### config.mk
export PLATFORM = sky130hd
export DESIGN_NAME = rv32i_irom_arbiter
export DESIGN_NICKNAME = d
export VERILOG_FILES = /design/src/rtl/rv32i_irom_pkg.sv /design/src/rtl/rv32i_irom_rsp_slot.sv /design/src/rtl/rv32i_irom_arbiter.sv
export SDC_FILE = /design/constraint.sdc
export NUM_CORES = 1
export LEC_CHECK = 0
export BUFFER_PORTS_ARGS = -buffer_cell sky130_fd_sc_hd__buf_2
export CAP_MARGIN = 25
export CORE_UTILIZATION = 50
export DETAILED_ROUTE_END_ITERATION = 8
export GPL_ROUTABILITY_DRIVEN = 0
export PLACE_DENSITY = 0.9
export SETUP_SLACK_MARGIN = 0.2
export SLEW_MARGIN = 20
export SYNTH_ARGS = -nofsm -noshare
export SYNTH_HDL_FRONTEND = slang
export SYNTH_HIERARCHICAL = 1
export SYNTH_SLANG_ARGS = --single-unit
### constraint.sdc
create_clock -name clock -period 4.8 [get_ports clock]
set_input_delay 0.48 -clock clock [delete_from_list [all_inputs] [get_ports clock]]
set_output_delay 0.48 -clock clock [all_outputs]
set_load 0.005 [all_outputs]
### src/rtl/rv32i_irom_pkg.sv
// Shared types and default sizes for the two-requester instruction-ROM arbiter.
package rv32i_irom_pkg;

   localparam int AWIDTH_DEF = 13;
   localparam int DWIDTH_DEF = 32;

   typedef enum logic [1:0] {
      IDLE  = 2'd0,
      FRESH = 2'd1,
      HELD  = 2'd2
   } slot_state_t;

endpackage

### src/rtl/rv32i_irom_rsp_slot.sv
// One response slot: presents ROM data the cycle after a grant and keeps it
// in a hold register while the requester stalls.
module rv32i_irom_rsp_slot
   import rv32i_irom_pkg::*;
#(
   parameter int DWIDTH = DWIDTH_DEF
) (
   input  logic              clock,
   input  logic              reset,
   input  logic              gnt,
   input  logic              misaligned,
   input  logic              rready,
   input  logic [DWIDTH-1:0] rom_q,
   output logic              rvalid,
   output logic [DWIDTH-1:0] rdata,
   output logic              err
);

   slot_state_t       state;
   slot_state_t       state_next;
   logic              err_flag;
   logic [DWIDTH-1:0] hold;
   logic [DWIDTH-1:0] fresh_data;

   always_ff @(posedge clock) begin
      if (reset) begin
         state    <= IDLE;
         err_flag <= 1'b0;
      end else begin
         state <= state_next;
         if (gnt) begin
            err_flag <= misaligned;
         end
      end
   end

   // The ROM output only lives one cycle, so a stalled FRESH response is captured here.
   always_ff @(posedge clock) begin
      if (state == FRESH && !rready) begin
         hold <= fresh_data;
      end
   end

   always_comb begin
      state_next = state;
      rvalid     = 1'b0;
      rdata      = '0;
      err        = 1'b0;
      fresh_data = err_flag ? '0 : rom_q;
      case (state)
         IDLE: begin
            if (gnt) begin
               state_next = FRESH;
            end
         end
         FRESH: begin
            rvalid = 1'b1;
            rdata  = fresh_data;
            err    = err_flag;
            if (rready) begin
               state_next = gnt ? FRESH : IDLE;
            end else begin
               state_next = HELD;
            end
         end
         HELD: begin
            rvalid = 1'b1;
            rdata  = hold;
            err    = err_flag;
            if (rready) begin
               state_next = gnt ? FRESH : IDLE;
            end
         end
         default: begin
            state_next = IDLE;
         end
      endcase
      if (reset) begin
         rvalid = 1'b0;
         rdata  = '0;
         err    = 1'b0;
      end
   end

endmodule

### src/rtl/rv32i_irom_arbiter.sv
// Two-requester arbiter for a single registered-output instruction ROM port.
// Define IROM_ARB_RR_EN for round-robin conflict resolution; default is fixed m0 priority.
module rv32i_irom_arbiter
   import rv32i_irom_pkg::*;
#(
   parameter int AWIDTH = AWIDTH_DEF,
   parameter int DWIDTH = DWIDTH_DEF
) (
   input  logic              clock,
   input  logic              reset,
   input  logic              m0_req,
   input  logic [AWIDTH+1:0] m0_addr,
   output logic              m0_gnt,
   output logic              m0_rvalid,
   output logic [DWIDTH-1:0] m0_rdata,
   output logic              m0_err,
   input  logic              m0_rready,
   input  logic              m1_req,
   input  logic [AWIDTH+1:0] m1_addr,
   output logic              m1_gnt,
   output logic              m1_rvalid,
   output logic [DWIDTH-1:0] m1_rdata,
   output logic              m1_err,
   input  logic              m1_rready,
   output logic [AWIDTH-1:0] rom_addr,
   input  logic [DWIDTH-1:0] rom_q
);

   logic elig0;
   logic elig1;
   logic pick1;

`ifdef IROM_ARB_RR_EN
   // Last-granted requester; resets to m1 so that m0 wins the first conflict.
   logic last_gnt;

   always_ff @(posedge clock) begin
      if (reset) begin
         last_gnt <= 1'b1;
      end else if (m0_gnt) begin
         last_gnt <= 1'b0;
      end else if (m1_gnt) begin
         last_gnt <= 1'b1;
      end
   end
`endif

   always_comb begin
      elig0 = m0_req && (!m0_rvalid || m0_rready);
      elig1 = m1_req && (!m1_rvalid || m1_rready);
`ifdef IROM_ARB_RR_EN
      pick1 = elig1 && (!elig0 || !last_gnt);
`else
      pick1 = elig1 && !elig0;
`endif
      m1_gnt   = !reset && pick1;
      m0_gnt   = !reset && elig0 && !pick1;
      rom_addr = m1_gnt ? m1_addr[AWIDTH+1:2] : m0_addr[AWIDTH+1:2];
   end

   rv32i_irom_rsp_slot #(
      .DWIDTH(DWIDTH)
   ) u_slot0 (
      .clock      (clock),
      .reset      (reset),
      .gnt        (m0_gnt),
      .misaligned (m0_addr[1:0] != 2'b00),
      .rready     (m0_rready),
      .rom_q      (rom_q),
      .rvalid     (m0_rvalid),
      .rdata      (m0_rdata),
      .err        (m0_err)
   );

   rv32i_irom_rsp_slot #(
      .DWIDTH(DWIDTH)
   ) u_slot1 (
      .clock      (clock),
      .reset      (reset),
      .gnt        (m1_gnt),
      .misaligned (m1_addr[1:0] != 2'b00),
      .rready     (m1_rready),
      .rom_q      (rom_q),
      .rvalid     (m1_rvalid),
      .rdata      (m1_rdata),
      .err        (m1_err)
   );

endmodule
== After elaboration in Yosys (flattened, before gate mapping) ==
Index checks and enable logic that the tools add are counted.
Storage, ports and cells
  register bits: 70
  input bits: 68
  logic and storage cells: 64
Operators by class
  equality and inequality tests: 8
  multiplexer cells: 25
  reduce and logical (&&, ||, !) cells: 25
Operator list (number)
  32-bit two-way mux: 4
  32-bit one-hot mux with 2 select lines: 2
  13-bit two-way mux: 1
  2-bit two-way mux: 6
  2-bit one-hot mux with 3 select lines: 2
  1-bit two-way mux: 10
  1-bit logical AND: 8
  1-bit zero test: 7
  2-bit by 1-bit equality test with 1-bit output (second input constant): 2
  2-bit equality test (second input constant): 2
  2-bit zero test: 2
  2-bit by 1-bit inequality test with 1-bit output (second input constant): 2
  2-bit inequality test (second input constant): 2
  2-bit AND reduction: 2
  2-bit nonzero test: 2
  2-bit OR reduction: 2
  1-bit logical OR: 2

== Depth between registers and ports, before layout ==
  depth after elaboration: 14
  mapped depth: 11

== By module ==
Netlist, hierarchy kept.
Modules (own cells, without submodules)
  rv32i_irom_rsp_slot: instances 2, cells each 169, area an instance 1815.5 sq um, sequential area each 1021.0 sq um
  rv32i_irom_arbiter: instances 1, cells each 21, area an instance 231.5 sq um, sequential area each 0.0 sq um

== Worst setup path before layout ==
OpenSTA, ideal clock, no wires.
  path type: reg-to-output
  from: register u_slot1.state[0]
  to: output rom_addr[10]
  data arrival time: 2.162 ns
  setup slack: 2.158 ns
  stages on the path, launching flop included: 10
  path buffers: 2
  path through: dfxtp_1 > inv_1 > ha_1 > nand2b_1 > clkbuf_1 > inv_1 > nor2b_1 > a2111oi_4 > buf_6 > mux2_2
Between the ends
  word-level cells in the longest chain between the ends: 10
  elaborated cells on any way between the ends: 11
RTL lines
  start: declaration: RTL line rv32i_irom_rsp_slot.sv:19  | slot_state_t state;
  start signal: assignment: RTL line rv32i_irom_rsp_slot.sv:30  | state <= state_next;
  2-bit equality test / 2-bit by 1-bit equality test with 1-bit output (equally long branches): RTL line rv32i_irom_rsp_slot.sv:50  | case (state)
  2-bit OR reduction (no source line) (*)
  1-bit two-way mux (*): RTL line rv32i_irom_rsp_slot.sv:50
  1-bit two-way mux (*): RTL line rv32i_irom_rsp_slot.sv:78  | if (reset) begin
  net m1_rvalid: RTL line rv32i_irom_arbiter.sv:21  | output logic m1_rvalid,
  1-bit zero test (*): RTL line rv32i_irom_arbiter.sv:50  | elig1 = m1_req && (!m1_rvalid || m1_rready);
  1-bit logical OR (*): RTL line rv32i_irom_arbiter.sv:50
  1-bit logical AND (*): RTL line rv32i_irom_arbiter.sv:50
  1-bit logical AND (*): RTL line rv32i_irom_arbiter.sv:54  | pick1 = elig1 && !elig0;
  1-bit logical AND (*): RTL line rv32i_irom_arbiter.sv:56  | m1_gnt = !reset && pick1;
  net m1_gnt: RTL line rv32i_irom_arbiter.sv:20  | output logic m1_gnt,
  13-bit two-way mux (*): RTL line rv32i_irom_arbiter.sv:58  | rom_addr = m1_gnt ? m1_addr[AWIDTH+1:2] : m0_addr[AWIDTH+1:2];
  end: declaration: RTL line rv32i_irom_arbiter.sv:25  | output logic [AWIDTH-1:0] rom_addr,
The timed path passes the listed nets; every way through them passes the cells marked *.

== Worst setup path after layout ==
  from: register u_slot1.state[0]
  to: output rom_addr[12]
Between the ends
  word-level cells in the longest chain between the ends: 10
  elaborated cells on any way between the ends: 11
RTL lines (RTL line)
  2-bit equality test / 2-bit by 1-bit equality test with 1-bit output (equally long branches): rv32i_irom_rsp_slot.sv:50
  2-bit OR reduction (no source line) (*)
  1-bit two-way mux (*): rv32i_irom_rsp_slot.sv:50
  1-bit two-way mux (*): rv32i_irom_rsp_slot.sv:78
  1-bit zero test (*): rv32i_irom_arbiter.sv:50
  1-bit logical OR (*): rv32i_irom_arbiter.sv:50
  1-bit logical AND (*): rv32i_irom_arbiter.sv:50
  1-bit logical AND (*): rv32i_irom_arbiter.sv:54
  1-bit logical AND (*): rv32i_irom_arbiter.sv:56
  13-bit two-way mux (*): rv32i_irom_arbiter.sv:58
Every way passes the cells marked *; elsewhere a longest branch is shown, timed or not.

==> out/qor.csv <==
metric;value;unit
ys.flop_type;edfxtp_1;
holdPathEnd;u_slot0/err_flag;
clkTransAtPathRegs;0.07;ns
status;finished clean;
pwr_density_cell;284.3;mW/mm²
synth_most_common_cell;nor2b_1;
wl;10.10;mm
yosys.area.top_type;edfxtp_1;
drive_gt1_share;38.61;%
critical_path_arrival;2.76;ns
finalCritPeriodShare;67.53;%
synth_top_area_share;49.76;%
track_usage;25.58;%
ant_nets;0;
finalSetupViolations;0;
syn_nets;435;
post-cts-setup-buffer-count;0;
start_util;52.41;%
r2r_cells;10;
synth_warnings;6;
dp_cells;587;
drv_cap;0;
p_leak;1.985;nW
ys_ff_latch;70;
numClockSinks;70;
final.setup_skew;0.01075;ns
cts_max_level;3;
clock_path_buffers;2;
drcViolationCount;0;
diodes;0;
worstSetupPathType;register to output port;
r2r-start;u_slot1/state[0];
hp-start;reset;
fin_nets;576;
slew_viol_final;0;
worst_pin_slew;0.5424;ns
die_area;0.008080;mm²
holdPathStages;2;
io_buffers;150;
cts_root_buf;clkbuf_8;
dpl.hpwl;6.982;mm
cp_max_fo;12;
die_y;89.89;µm
tns;0;ns
relSlewSlack;63.79;%
cp.required;4.32;ns
grt_max_degree;36;
viasPerCell;5.654;
synth_cell_types;24;
worstHoldPathType;input pin to register;
antenna_found_initial;0;
synth_area;0.003862;mm²
cts_tree;built;
fin_ws;1.559;ns
fmax;308.5;MHz
grt_overflow_total;0;
first_iter_violations;180;
synthCells;359;
finalCriticalPeriod;3.241;ns
peakVddDrop;0.1509;mV
syn_area_per_cell;10.76;µm²
vias;3415;
startpoint_type;register;
insertion_delay;0.35;ns
worstSetupEndpointType;output port;
first_pass_iters;4;
synth-edff-count;64;
synth_common_cells;nor2b_1 (67), nor2_1 (66), a22oi_1 (64), edfxtp_1 (64), clkbuf_1 (26);
row_count;31;
synth_sequential_area_ratio;52.87;%
grt_pass1_vias;3282;
synthTopCellsByArea;edfxtp_1 (50%), a22oi_1 (12%), nor2b_1 (11%), nor2_1 (6.4%), mux2_2 (3.8%);
grt_pass1_wl;16.36;mm
top_level_ports;151;
cts_resized;0;
rsz0062_at_grt;false;
core;0.007370;mm²
stdcell_count;604;
async_flop_share;0;%
dp_slack;1.733;ns
r2r_slack;2.06;ns
r2r_end;u_slot1/state[1];
hold_viol;0;
wl_per_cell;16.72;µm
cts_buffers;9;
die_x;89.89;µm
area_growth;26.66;%
hold_buffers;0;
-- through the flow --
| stage | hold slack, ns | area (µm²) | utilization (%) | total power, mW |
|---|---|---|---|---|
| 6_report | 0.4515 | 4892 | 66.38 | 1.391 |
| 2_1_floorplan | 0.4765 | 3862 | - | 0.8116 |
| 3_3_place_gp | 0.4889 | 4671 | 63.38 | 0.8756 |
| 4_1_cts | 0.4405 | 4885 | 66.28 | 1.398 |
| 3_5_place_dp | 0.5047 | 4671 | 63.38 | 0.8855 |
| 5_1_grt | 0.4658 | 4892 | 66.38 | 1.442 |
-- routing by layer --
layer / global-route usage, % / routed length (µm) / part of all wire [%] / vias to the layer above
met4: 9.140 / 161 / 1.6 / 0
li1: - / - / - / 1566
met5: 0 / 0 / 0 / -
met2: 44.55 / 5146 / 51 / 196
met1: 32.63 / 3990 / 40 / 1638
met3: 3.553 / 799 / 7.9 / 15
-- worst max-delay path, cell delays in order (launching register included) --
cell and delay (ns):
dfxtp_1 0.38, inv_1 0.09, ha_1 0.31, nand2b_1 0.09, inv_1 0.06, nor2b_1 0.16, a2111oi_4 0.54, buf_4 0.29
mux2_2 0.36, buf_2 0.13
-- power by group --
group	switching, mW	internal, mW	total, mW	leakage [nW]
registers	0.00746	0.688	0.695	0.632
logic	0.101	0.0765	0.177	1.24
clock network	0.226	0.292	0.518	0.108
-- cell usage in the layout, fill, tap and decap left out --
cell	synthesis	layout
dfxtp_1	6	6
inv_1	9	9
clkinv_1	0	1
clkbuf_8	0	9
and2_1	2	2
nor2b_1	67	67
edfxtp_1	64	64
or4b_1	2	2
mux2_2	13	13
nand2b_1	4	4
a211o_1	2	2
o21ai_0	6	6
clkbuf_1	26	1
or2_2	2	2
clkinv_4	0	2
a22oi_1	64	64
ha_1	8	8
and3b_2	1	1
buf_2	2	150
clkinv_2	0	1
mux2i_1	2	2
a2111oi_4	1	1
nand2b_4	1	1
nor2b_4	2	2
nor2_1	66	66
and2b_1	2	2
bufinv_16	0	2
a21oi_1	4	4
buf_4	0	11
-- worst max-delay path by stage --
| stage | endpoint | depth (start not counted) | slack (ns) | from |
|---|---|---|---|---|
| final | rom_addr[12] | 9 | 1.56 | u_slot1/state[0] |
| after detailed placement | rom_addr[12] | 7 | 1.73 | reset |
| after global routing | rom_addr[12] | 9 | 1.43 | u_slot1/state[0] |
| after CTS | rom_addr[8] | 8 | 1.35 | u_slot1/state[0] |
| after floorplan | rom_addr[10] | 9 | 2.16 | u_slot1/state[0] |
| after global placement | rom_addr[8] | 7 | 1.81 | reset |
-- final cells by class --
type	instances	area [µm²]
clock buffers	10	127.6
clock inverters	6	86.33
fillers	604	2477
inverters	9	33.78
multi-input cells	249	1645
flip-flops and latches	70	2042
well taps	99	123.9
repair buffers	161	833.3
-- flip-flops by register name, summed over array words and instances, names as in the netlist --
register and cells:
u_slot0/hold 32, u_slot1/err_flag 1, u_slot1/hold 32, u_slot0/state 2
u_slot0/err_flag 1, u_slot1/state 2
-- cell families (layout without fill, tap and decap cells) --
kind of cell,after synthesis,in the layout,synth area share [%]
buffers and inverters,40,186,4.535
multiplexers,15,15,4.308
AND/OR/NAND/NOR,149,149,20.80
adder cells (fa/ha/maj),8,8,2.592
AO/OA/AOI/OAI,77,77,14.90
flip-flops,70,70,52.87
Power figures use the tool's default switching activity.
